File: src/rtl/pd_event_log.sv
// pd_event_log: turns pattern-detector level outputs into single events,
// counts them per pattern (saturating), and queues them in a small FIFO
// drained through a valid/ready port.
//
// Optional build macro: PD_EVENT_TIMESTAMP_EN
//   defined   -> free-running ts counter built, evt_data = {type[1:0], ts}
//   undefined -> no ts counter, evt_data = type[1:0] only (TS_W ignored)
//
// Ports:
//   clk        rising-edge clock
//   reset      synchronous, active-high
//   pattern1   detector level output (0531 seen)
//   pattern2   detector level output (0619 seen)
//   clear      synchronous: zero counters/overflow, flush FIFO
//   evt_valid  FIFO non-empty
//   evt_ready  consumer accepts head entry
//   evt_data   head entry {type, ts}; type 01=p1, 10=p2, 11=both
//   cnt1/cnt2  saturating per-pattern detection counts
//   overflow   sticky: event dropped on full FIFO
module pd_event_log #(
  parameter int unsigned DEPTH = 4,
  parameter int unsigned TS_W  = 12,
  parameter int unsigned CNT_W = 8,
`ifdef PD_EVENT_TIMESTAMP_EN
  localparam int unsigned DATA_W = 2 + TS_W
`else
  // TS_W has no effect without the timestamp
  localparam int unsigned DATA_W = 2 + 0 * TS_W
`endif
) (
  input  logic              clk,
  input  logic              reset,
  input  logic              pattern1,
  input  logic              pattern2,
  input  logic              clear,
  output logic              evt_valid,
  input  logic              evt_ready,
  output logic [DATA_W-1:0] evt_data,
  output logic [CNT_W-1:0]  cnt1,
  output logic [CNT_W-1:0]  cnt2,
  output logic              overflow
);

  localparam int unsigned PTR_W = (DEPTH > 1) ? $clog2(DEPTH) : 1;
  localparam int unsigned OCC_W = $clog2(DEPTH + 1);

  typedef logic [DATA_W-1:0] entry_t;

  logic             p1_q, p2_q;
  logic             rise1, rise2, evt, pop, push, drop, full;
  logic [PTR_W-1:0] rd_ptr, wr_ptr, rd_ptr_n, wr_ptr_n;
  logic [OCC_W-1:0] occ, occ_n;
  logic [CNT_W-1:0] cnt1_n, cnt2_n;
  logic             overflow_n, valid_n;
  entry_t           mem [DEPTH];
  entry_t           entry, head_n;

`ifdef PD_EVENT_TIMESTAMP_EN
  logic [TS_W-1:0] ts;

  // Free-running timestamp; clear does not touch it
  always_ff @(posedge clk) begin
    if (reset) ts <= '0;
    else       ts <= ts + TS_W'(1);
  end

  assign entry = {rise2, rise1, ts};
`else
  assign entry = {rise2, rise1};
`endif

  // Edge detect, FIFO control and next-state computation
  always_comb begin
    rise1      = pattern1 & ~p1_q;
    rise2      = pattern2 & ~p2_q;
    evt        = (rise1 | rise2) & ~clear;
    full       = (occ == OCC_W'(DEPTH));
    pop        = evt_valid & evt_ready & ~clear;
    // A pop in the same cycle frees the slot the push needs
    push       = evt & (~full | pop);
    drop       = evt & full & ~pop;

    rd_ptr_n   = pop  ? rd_ptr + PTR_W'(1) : rd_ptr;
    wr_ptr_n   = push ? wr_ptr + PTR_W'(1) : wr_ptr;
    occ_n      = occ;
    if (push && !pop)      occ_n = occ + OCC_W'(1);
    else if (pop && !push) occ_n = occ - OCC_W'(1);

    cnt1_n     = (rise1 && (cnt1 != '1)) ? cnt1 + CNT_W'(1) : cnt1;
    cnt2_n     = (rise2 && (cnt2 != '1)) ? cnt2 + CNT_W'(1) : cnt2;
    overflow_n = overflow | drop;

    if (clear) begin
      rd_ptr_n   = '0;
      wr_ptr_n   = '0;
      occ_n      = '0;
      cnt1_n     = '0;
      cnt2_n     = '0;
      overflow_n = 1'b0;
    end

    valid_n = (occ_n != '0);
    // Head is registered, so forward the entry being written into the next head slot
    head_n  = (push && (wr_ptr == rd_ptr_n)) ? entry : mem[rd_ptr_n];
  end

  // State registers, FIFO storage and registered outputs
  always_ff @(posedge clk) begin
    if (reset) begin
      p1_q      <= 1'b0;
      p2_q      <= 1'b0;
      rd_ptr    <= '0;
      wr_ptr    <= '0;
      occ       <= '0;
      cnt1      <= '0;
      cnt2      <= '0;
      overflow  <= 1'b0;
      evt_valid <= 1'b0;
      evt_data  <= '0;
      for (int i = 0; i < DEPTH; i++) mem[i] <= '0;
    end else begin
      p1_q      <= pattern1;
      p2_q      <= pattern2;
      if (push) mem[wr_ptr] <= entry;
      rd_ptr    <= rd_ptr_n;
      wr_ptr    <= wr_ptr_n;
      occ       <= occ_n;
      cnt1      <= cnt1_n;
      cnt2      <= cnt2_n;
      overflow  <= overflow_n;
      evt_valid <= valid_n;
      evt_data  <= head_n;
    end
  end

endmodule

File: config.mk
export PLATFORM = sky130hd
export DESIGN_NAME = pd_event_log
export DESIGN_NICKNAME = d
export VERILOG_FILES = /design/src/rtl/pd_event_log.sv
export SDC_FILE = /design/constraint.sdc
export NUM_CORES = 1
export LEC_CHECK = 0
export BUFFER_PORTS_ARGS = -buffer_cell sky130_fd_sc_hd__buf_4
export CAP_MARGIN = 20
export CORE_UTILIZATION = 45
export CTS_BUF_LIST = sky130_fd_sc_hd__clkbuf_4
export CTS_CLUSTER_SIZE = 20
export DETAILED_ROUTE_END_ITERATION = 12
export GPL_TIMING_DRIVEN = 0
export SETUP_SLACK_MARGIN = 0.4
export SLEW_MARGIN = 30
export SYNTH_ARGS = -nofsm -noshare
export SYNTH_HDL_FRONTEND = slang
export SYNTH_SLANG_ARGS = --single-unit
File: constraint.sdc
create_clock -name clk -period 5.2 [get_ports clk]
set_input_delay 1.04 -clock clk [delete_from_list [all_inputs] [get_ports clk]]
set_output_delay 1.04 -clock clk [all_outputs]
set_load 0.05 [all_outputs]
==> reports/qor.csv <==
metric,value,unit
routed_wl,3.85,mm
post_drt_wl_per_cell,13.5,um
pwr-share-seq,0.576,
setup_viol,0,
grt_pass1_vias,1452,
grt_use_met2,0.322,
clkTransAtPathRegs,0.10,ns
hp-class,reg2reg,
synth_cells,203,
clkSinkCount,37,
p_leak,0.844,nW
worst_path_max_delay_cell,a221oi_4,
place.gp.congestion,0.782,
grt_use_total,0.197,
num_io_pins,26,
power.switching,0.136,mW
grt_max_degree,11,
antenna_found_initial,0,
place.detailed.hpwl,2.93,mm
critical_path_arrival,2.26,ns
core_area,4030,sq um
max_freq,446,MHz
syn-cell-area,1900,sq um
max_stage_delay,0.44,ns
finalClockSkew,0.0125,ns
htree_levels,2,
fin_tns_setup,0,ns
clock_power_share,0.294,
power_density,243,nW/um^2
drtIter0Drc,74,
endpoint_kind,flip-flop,
cts_buffers,5,
die_h,66.9,um
critPathKind,in2reg,
drive_gt1_frac,0.187,
period_needed,2.24,ns
cts.hold.buffers_added,0,
rsz0062_at_grt,no,
grt_pass1_wl,6.55,mm
seq_area_frac_synth,0.433,
vias_per_cell,5.37,
worstPathMaxFanout,8,
ant_nets,0,
maxCapViolCount,0,
required,5.22,ns
ys_ff_latch,37,
drt_first_pass_iters,4,
vdd_drop_max,0.150,mV
num_rows,23,
cp_cell_sequence,"buf_4, nand2b_1, clkbuf_1, a221oi_4, nand2_1, o21bai_1",
synth-edff-count,8,
drc,0,
clock_latency,0.33,ns
initial_utilization,0.470,
area_growth,16.0,%
pre_cts_ws,2.65,ns
rrSetupSlack,3.09,ns
cts-root-buf,clkbuf_4,
p_int,0.398,mW
fp.dieW,66.9,um
yosysUniqueCellTypes,47,
ys.warnings.count,0,
syn_nets,214,
synth_flop_cell,dfxtp_1,
combinationalPowerShare,0.130,
final_hold_viol_count,0,
syn_area_per_cell,9.34,sq um
top_usage_layer,met2,
async_reset_ff_frac,0,
vias,1530,
fill_cells,385,
timing.final.ws_setup,2.96,ns
critPathLaunchType,input port,
grtUsageMet3,0.0548,
dieArea,4480,sq um
post_cts_resized,0,
grt-ovfl-total,0,
grt_use_met1,0.239,
nets,245,
cts_tree,yes,
min_period_over_period,0.431,
max_slew.worst_pin.slew,0.481,ns
cts_max_path_buffers,2,
io_buffers,24,
num_antenna_cells,0,
p_sw_frac,0.254,
slew_headroom,0.676,
postCtsSetupRepairBufs,0,
drv_slew,0,
status,"finished, final reports clean",
[state kept, by name, indices dropped and copies added, names as in the netlist]
name       count
evt_valid      1
occ            3
cnt1           8
p2_q           1
cnt2           8
overflow       1
wr_ptr         2
evt_data       2
mem            8
p1_q           1
rd_ptr         2
[layout by cell type (no fill, tap or decap), types with 4 or more instances in the layout]
cell type  synthesis  routed
inv_1             10      10
o211ai_1           5       5
mux2i_1            8       8
ha_1               5       5
buf_4              0      24
nor3_1             4       4
dfxtp_1           29      29
nand3_1            6       6
nor2_1            32      32
xnor2_1           12      12
nand2_1           12      12
a21oi_1            8       8
clkbuf_1           5       5
clkbuf_4           0       8
xor2_1             5       5
o21ai_0            4       4
nand4_1            4       4
edfxtp_1           8       8
nor2b_1            5       5
[layout make-up]
class                           count  area (sq um)  area share
Buffer                              7          37.5      0.0171
Timing Repair Buffer               24           180      0.0820
Tap cell                           50          62.6      0.0285
Clock buffer                        8          60.1      0.0273
Multi-Input combinational cell    149          1000       0.455
Inverter                           10          37.5      0.0171
Sequential cell                    37           821       0.373
[synthesized netlist by cell type (all sizes together) (5+ instances only)]
library cell / n / area share
nor2: 32 / 0.063
dfxtp: 29 / 0.31
nand2: 12 / 0.024
xnor2: 12 / 0.055
inv: 10 / 0.020
a21oi: 8 / 0.021
edfxtp: 8 / 0.13
mux2i: 8 / 0.042
clkbuf: 6 / 0.017
nand3: 6 / 0.016
o21ai: 6 / 0.018
ha: 5 / 0.033
nor2b: 5 / 0.017
o211ai: 5 / 0.020
xor2: 5 / 0.023
[path summary, 6_finish.rpt]
kind                            start                      end  cells past startpoint
setup / recovery             pattern1  mem[1][1]$_SDFFCE_PN0P_                      6
hold / removal    overflow$_SDFF_PP0_      overflow$_SDFF_PP0_                      1
setup reg to reg    occ[0]$_SDFF_PP0_  mem[1][1]$_SDFFCE_PN0P_                      6
hold reg to reg   overflow$_SDFF_PP0_      overflow$_SDFF_PP0_                      1
[power groups by stage]
stage	registers, mW	logic, mW	clock network [mW]
global placement	0.314	0.0671	0
detailed placement	0.314	0.0694	0
CTS	0.308	0.0697	0.162
floorplan	0.322	0.0424	0
finish	0.308	0.0693	0.157
global route	0.309	0.0760	0.178
[kinds of logic after synthesis]
kind of cell | after synthesis | share of synthesized area
and+or+nand+nor | 80 | 0.212
xor gates and xnor gates | 17 | 0.0785
buffers and inverters | 17 | 0.0396
DFF | 37 | 0.433
adders and majority gates | 5 | 0.0330
muxes | 11 | 0.0620
AOI/OAI and AO/OA | 36 | 0.142
[critical path: cells and delay by family]
family	cells	cell delay (ns)
and+or+nand+nor	2	0.21
buffers and inverters	2	0.31
AOI/OAI and AO/OA	2	0.69
[through the flow]
stage               power (mW)  utilization  area [sq um]  hold slack [ns]  instances
finish                   0.534        0.546          2200            0.512        285
global route             0.563        0.546          2200            0.556        285
CTS                      0.540        0.546          2200            0.527        285
detailed placement       0.384        0.531          2140            0.502        277
global placement         0.381        0.531          2140            0.473        277
floorplan                0.365            -          1900            0.498        203
[routing by layer]
metal / part of all wire / up-vias / wire (um)
met5: 0 / - / 0
li1: - / 770 / -
met4: 0.015 / 0 / 59
met1: 0.47 / 726 / 1800
met2: 0.48 / 28 / 1850
met3: 0.036 / 6 / 140
Note: power is estimated with default switching activity, not from simulation.
